## config.mk

```make
export PLATFORM = sky130hd
export DESIGN_NAME = gat_layer_sequencer
export DESIGN_NICKNAME = d
export VERILOG_FILES = /design/src/rtl/gat_layer_sequencer.sv
export SDC_FILE = /design/constraint.sdc
export NUM_CORES = 1
export LEC_CHECK = 0
export BUFFER_PORTS_ARGS = -buffer_cell sky130_fd_sc_hd__buf_2
export CAP_MARGIN = 20
export CELL_PAD_IN_SITES_DETAIL_PLACEMENT = 0
export CELL_PAD_IN_SITES_GLOBAL_PLACEMENT = 1
export CORE_ASPECT_RATIO = 0.75
export CORE_MARGIN = 8
export CORE_UTILIZATION = 47
export CTS_BUF_LIST = sky130_fd_sc_hd__clkbuf_8
export CTS_CLUSTER_SIZE = 12
export DETAILED_ROUTE_END_ITERATION = 10
export HOLD_SLACK_MARGIN = 0.03
export PLACE_DENSITY_LB_ADDON = 0.1
export RECOVER_POWER = 50
export SYNTH_ARGS = -nofsm -noshare
export SYNTH_HDL_FRONTEND = slang
export SYNTH_SLANG_ARGS = --single-unit
```

## constraint.sdc

```tcl
create_clock -name clk -period 5.15 [get_ports clk]
set_input_delay 0.2575 -clock clk [delete_from_list [all_inputs] [get_ports clk]]
set_output_delay 0.2575 -clock clk [all_outputs]
set_load 0.01 [all_outputs]
```

## src/rtl/gat_layer_sequencer.sv

```systemverilog
// rtl/gat_layer_sequencer.sv - GAT core layer sequencer with feature BRAM drain to stream
module gat_layer_sequencer #(
  parameter int NEW_FEATURE_WIDTH  = 32,
  parameter int NUM_SUBGRAPHS      = 2708,
  parameter int NUM_FEATURE_OUT    = 16,
  parameter int FEAT_WORDS         = NUM_SUBGRAPHS * NUM_FEATURE_OUT,
  parameter int NEW_FEATURE_ADDR_W = $clog2(FEAT_WORDS),
  parameter int TIMEOUT_CYCLES     = 2**24 - 1
) (
  input  logic                            clk,
  input  logic                            rst,
  input  logic                            start,
  input  logic                            cfg_two_layers,
  input  logic                            h_data_loaded,
  input  logic                            h_node_info_loaded,
  input  logic                            wgt_loaded,
  output logic                            h_data_bram_load_done,
  output logic                            h_node_info_bram_load_done,
  output logic                            wgt_bram_load_done,
  output logic                            gat_layer,
  input  logic                            gat_ready,
  output logic [NEW_FEATURE_ADDR_W+1:0]   feat_bram_addrb,
  input  logic [NEW_FEATURE_WIDTH-1:0]    feat_bram_dout,
  output logic [NEW_FEATURE_WIDTH-1:0]    m_tdata,
  output logic                            m_tvalid,
  output logic                            m_tlast,
  input  logic                            m_tready,
  output logic                            reload_req,
  output logic                            busy,
  output logic                            done,
  output logic                            err_timeout
);

  localparam int AW    = NEW_FEATURE_ADDR_W;
  localparam int TMO_W = $clog2(TIMEOUT_CYCLES + 1);
  localparam logic [AW-1:0]    LAST_WORD = AW'(FEAT_WORDS - 1);
  localparam logic [TMO_W-1:0] TMO_LAST  = TMO_W'(TIMEOUT_CYCLES - 1);

  typedef enum logic [2:0] {
    S_IDLE, S_WAIT_LOAD, S_RUN, S_WAIT_READY, S_DRAIN, S_RELOAD
  } state_t;

  state_t            state_q, state_d;
  logic              layer_q, layer_d;
  logic              two_q, two_d;
  logic              err_q, err_d;
  logic              done_q, done_d;
  logic              load_done_q, load_done_d;
  logic [TMO_W-1:0]  tmo_q, tmo_d;
  logic [AW-1:0]     word_addr_q, word_addr_d;
  logic              issue_done_q, issue_done_d;
  logic [AW-1:0]     beat_q, beat_d;
  logic [2:0]        seen_low_q, seen_low_d;

  logic [NEW_FEATURE_WIDTH-1:0] buf_q [2];
  logic              wr_ptr_q, rd_ptr_q;
  logic [1:0]        cnt_q;
  logic              pend_q;

  logic [2:0]        loaded_vec;
  logic              all_loaded;
  logic [1:0]        occ;
  logic              pop;
  logic              issue;

  assign loaded_vec = {h_data_loaded, h_node_info_loaded, wgt_loaded};
  assign all_loaded = &loaded_vec;

  // Credit check counts the beat leaving this cycle so a full buffer still streams 1 beat/cycle.
  assign occ   = cnt_q + {1'b0, pend_q};
  assign pop   = m_tvalid && m_tready;
  assign issue = (state_q == S_DRAIN) && !issue_done_q && ((occ < 2'd2) || pop);

  assign m_tvalid = (cnt_q != 2'd0);
  assign m_tdata  = buf_q[rd_ptr_q];
  assign m_tlast  = m_tvalid && (beat_q == LAST_WORD);

  assign h_data_bram_load_done      = load_done_q;
  assign h_node_info_bram_load_done = load_done_q;
  assign wgt_bram_load_done         = load_done_q;
  assign gat_layer       = layer_q;
  assign feat_bram_addrb = {word_addr_q, 2'b00};
  assign reload_req      = (state_q == S_RELOAD);
  assign busy            = (state_q != S_IDLE);
  assign done            = done_q;
  assign err_timeout     = err_q;

  always_ff @(posedge clk or posedge rst) begin
    if (rst) begin
      state_q      <= S_IDLE;
      layer_q      <= 1'b0;
      two_q        <= 1'b0;
      err_q        <= 1'b0;
      done_q       <= 1'b0;
      load_done_q  <= 1'b0;
      tmo_q        <= '0;
      word_addr_q  <= '0;
      issue_done_q <= 1'b0;
      beat_q       <= '0;
      seen_low_q   <= '0;
    end else begin
      state_q      <= state_d;
      layer_q      <= layer_d;
      two_q        <= two_d;
      err_q        <= err_d;
      done_q       <= done_d;
      load_done_q  <= load_done_d;
      tmo_q        <= tmo_d;
      word_addr_q  <= word_addr_d;
      issue_done_q <= issue_done_d;
      beat_q       <= beat_d;
      seen_low_q   <= seen_low_d;
    end
  end

  always_comb begin
    state_d      = state_q;
    layer_d      = layer_q;
    two_d        = two_q;
    err_d        = err_q;
    done_d       = 1'b0;
    load_done_d  = load_done_q;
    tmo_d        = tmo_q;
    word_addr_d  = word_addr_q;
    issue_done_d = issue_done_q;
    beat_d       = beat_q;
    seen_low_d   = seen_low_q;
    case (state_q)
      S_IDLE: begin
        if (start) begin
          two_d   = cfg_two_layers;
          layer_d = 1'b0;
          err_d   = 1'b0;
          state_d = S_WAIT_LOAD;
        end
      end
      S_WAIT_LOAD: begin
        if (all_loaded) state_d = S_RUN;
      end
      S_RUN: begin
        load_done_d = 1'b1;
        tmo_d       = '0;
        state_d     = S_WAIT_READY;
      end
      S_WAIT_READY: begin
        if (gat_ready) begin
          state_d      = S_DRAIN;
          word_addr_d  = '0;
          issue_done_d = 1'b0;
          beat_d       = '0;
        end else if (tmo_q == TMO_LAST) begin
          err_d       = 1'b1;
          load_done_d = 1'b0;
          state_d     = S_IDLE;
        end else begin
          tmo_d = tmo_q + 1'b1;
        end
      end
      S_DRAIN: begin
        if (issue) begin
          if (word_addr_q == LAST_WORD) issue_done_d = 1'b1;
          else                          word_addr_d  = word_addr_q + 1'b1;
        end
        if (pop) begin
          if (beat_q == LAST_WORD) begin
            load_done_d = 1'b0;
            if (!layer_q && two_q) begin
              seen_low_d = '0;
              state_d    = S_RELOAD;
            end else begin
              done_d  = 1'b1;
              state_d = S_IDLE;
            end
          end else begin
            beat_d = beat_q + 1'b1;
          end
        end
      end
      S_RELOAD: begin
        // Each flag must have dropped at least once so a stale "loaded" is not mistaken for a reload.
        seen_low_d = seen_low_q | ~loaded_vec;
        if ((&seen_low_q) && all_loaded) begin
          layer_d = 1'b1;
          state_d = S_RUN;
        end
      end
      default: state_d = S_IDLE;
    endcase
  end

  always_ff @(posedge clk or posedge rst) begin
    if (rst) begin
      pend_q   <= 1'b0;
      wr_ptr_q <= 1'b0;
      rd_ptr_q <= 1'b0;
      cnt_q    <= 2'd0;
      buf_q[0] <= '0;
      buf_q[1] <= '0;
    end else begin
      pend_q <= issue;
      if (pend_q) begin
        buf_q[wr_ptr_q] <= feat_bram_dout;
        wr_ptr_q        <= ~wr_ptr_q;
      end
      if (pop) rd_ptr_q <= ~rd_ptr_q;
      case ({pend_q, pop})
        2'b10:   cnt_q <= cnt_q + 2'd1;
        2'b01:   cnt_q <= cnt_q - 2'd1;
        default: cnt_q <= cnt_q;
      endcase
    end
  end

endmodule

```

==> results.toml <==
[synthesis]
synth_edf_count = 0
ys_ff_latch = 137
synthFlopType = "dfrtp_1"
yosys-top-cells-count = "137 x dfrtp_1, 97 x mux2_2, 59 x o21ai_0"
netlist.top_cell.by_area = "dfrtp_1"
syn_area_sq_um = 6790
synth_mux_area_frac = 0.164
yosys.area_share.adder = 0.00921
synthCells = 622
synth_top_area_share = 0.505
yosys-top-cells-area = "dfrtp_1 50%, mux2_2 16%, o21ai_0 4.3%, a31oi_1 3.0%, nand2_1 2.4%"
synthArstFlopShare = 1.00
syn-mean-instance-area_sq_um = 10.9
ys_types = 62
yosys.area_share.simple = 0.145
post-synth-top-count-cell = "dfrtp_1"
synth_xor_area_frac = 0.00903
synth_warnings = 0
synth_top_family_by_area = "multiplexers"
seq_area_frac_synth = 0.505
synth-compound-area-share = 0.134

[cells_and_area]
drive_gt1_frac = 0.304
final_cells = 937
postLayoutCellArea_sq_um = 7930
diodes = 0
area_growth_syn_to_layout_pct = 16.7
post-route-util = 0.554
final_nets = 770

[worst_hold_path]
min_from = "feat_bram_dout[20]"
hp-class = "in2reg"

[place]
hpwl_um = 10900
dp_cells = 892
post_dp_cell_area_sq_um = 7410
globalplace.congestion = 0.781
portBuffers = 98
pre_cts_slack_ps = 2360

[sta]
worst_clock_skew_ps = 12.1
fmax_ghz = 0.356
grt_setup_unrepaired = "no"
fin_crit_ps = 2810
relSlewSlack = -0.316
slew_violations = 66
post-route-period-util = 0.545
fin_setup_tns_ps = 0
worst_pin_slew_ps = 1970
hold_violations = 0
setup_viol = 0
worst_slack_ps = 2340

[clock_tree]
cts_tree = "done"
numCtsBuffers = 17
cts_buffer_depth = 2
cts_resized = 0
ctsHtreeMaxLevel = 4
clkTransAtPathRegs_ps = 80
post-cts-setup-buffers = 0
cts_root_buf = "clkbuf_8"
clk_latency_ps = 440
cts_sinks = 137

[floorplan]
die_y_um = 120
die_area_sq_um = 18600
die_w_um = 155
io_pins = 101
core_sq_um = 14300
std_cell_rows = 38
initial_core_util = 0.475

[status]
outcome = "finished, violations left"
violations = "max-capacitance violations, max-slew violations"

[global_route]
antenna_found_initial = 0
grt_overflow = 0
grt_pass1_vias = 5218
grt_pass1_wl_um = 27000
grt_max_degree = 81
grt.total_usage = 0.180

[detailed_routing]
final_antenna_net_count = 0
first_iter_violations = 448
num_vias = 5264
drc = 0
vias_per_cell = 5.62
routed_wl_um = 16200
wl_per_cell_um = 17.3
dr.pass1.iters = 5

[critical_path]
required_ps = 5510
slowest_delay_ps = 760
crit_chain = "or3b_1 -> nor2_1 -> o21ai_0 -> o21ai_2 -> mux2i_1"
critPathKind = "reg2reg"
cp-start-kind = "flop"
worst-path-max-fanout = 21
cp-end-kind = "flop"
slowest_stage = "or3b_1"
worst_ep_arrival_time_ps = 3170
crit_start = "state_q[0]"
r2r_start = "state_q[0]"

[flow_run]
max_cap_viol_count = 2

[pwr]
peakVddDrop_uv = 279
power_density_nw_per_um2 = 520
p_leak_nw = 3.43
-- sequential cells by signal, summed over array words and instances, names as in the netlist --
name / cells
state_q: 3
beat_q: 16
pend_q: 1
issue_done_q: 1
gat_layer: 1
buf_q: 64
cnt_q: 2
tmo_q: 24
rd_ptr_q: 1
seen_low_q: 3
two_q: 1
h_data_bram_load_done: 1
done: 1
err_timeout: 1
word_addr_q: 16
wr_ptr_q: 1
-- power breakdown --
group	switching, mW	internal (mW)
logic	0.761	0.761
registers	0.249	1.43
clock network	0.435	0.482
-- kinds of logic (layout without fill, tap and decap cells) --
family / Yosys count / in the layout
and+or+nand+nor: 173 / 173
other: 1 / 2
muxes: 99 / 99
buffers and inverters: 49 / 163
AOI/OAI and AO/OA: 151 / 151
xor gates and xnor gates: 7 / 7
DFF: 137 / 137
adders and majority gates: 5 / 5
-- worst paths after layout --
kind,endpoint,slack [ps],cells past startpoint
max in group asynchronous,buf_q[4],3140,4
hold / removal,buf_q[52],60,2
min in group asynchronous,buf_q[63],670,3
hold reg to reg,tmo_q[23],490,1
setup / recovery,word_addr_q[1],2340,5
setup reg to reg,word_addr_q[1],2340,5
-- cells in the final DEF (no fill, tap or decap), types with 3 or more instances in the layout --
| cell | netlist | final |
|---|---|---|
| dfrtp_1 | 137 | 137 |
| mux2_2 | 97 | 97 |
| buf_2 | 8 | 76 |
| o21ai_0 | 59 | 59 |
| nand2_1 | 44 | 44 |
| a31oi_1 | 33 | 33 |
| nor2_1 | 28 | 27 |
| clkbuf_1 | 15 | 24 |
| a21oi_1 | 22 | 22 |
| nand3_1 | 19 | 19 |
| nand4_1 | 17 | 17 |
| clkbuf_8 | 0 | 17 |
| inv_1 | 15 | 16 |
| and3_1 | 11 | 11 |
| dlygate4sd3_1 | 0 | 11 |
| o31ai_1 | 9 | 9 |
| o21a_1 | 8 | 8 |
| nor3_1 | 7 | 7 |
| nand2b_1 | 5 | 5 |
| or3_1 | 5 | 5 |
| and4_1 | 5 | 5 |
| ha_1 | 5 | 5 |
| clkinv_4 | 0 | 5 |
| xnor2_1 | 4 | 4 |
| buf_4 | 5 | 4 |
| nor4bb_1 | 3 | 3 |
| and2_1 | 3 | 3 |
| nor2b_1 | 3 | 3 |
| xor2_1 | 3 | 3 |
| nor4_1 | 3 | 3 |
| bufinv_16 | 0 | 3 |
| inv_6 | 0 | 3 |
-- routing by layer --
metal / global-route usage / wire [um] / vias up
li1: - / - / 2510
met1: 0.246 / 7930 / 2586
met2: 0.273 / 7110 / 150
met3: 0.0485 / 953 / 18
met4: 0.0598 / 213 / 0
met5: 0 / 0 / -
-- critical path: cells and delay by family, from the launching register on --
| family | cells | cell delay (ps) |
|---|---|---|
| flops | 1 | 550 |
| compound gates | 2 | 920 |
| mux | 1 | 280 |
| simple gates | 2 | 980 |
-- repair_timing --
| action | 4_1_cts | 5_1_grt |
|---|---|---|
| endpoints found under the hold margin | 12 | 29 |
| hold buffers | 9 | 2 |
| endpoints found under the setup margin | 0 | 0 |
-- layout make-up --
class / count / area, sq um
tap: 200 / 250
inverter: 15 / 57.6
clock buffer: 17 / 234
sequential: 137 / 3430
fill: 1266 / 6380
clock inverter: 15 / 178
multi-input combinational: 437 / 3140
timing repair buffer: 116 / 638
-- stage by stage --
stage               hold WS (ps)  power [mW]
finish                      61.3        4.12
CTS                         30.9        4.16
floorplan                    340        2.73
global route                31.3        4.40
detailed placement           446        3.22
global placement             446        3.16
Power figures use the tool's default switching activity.
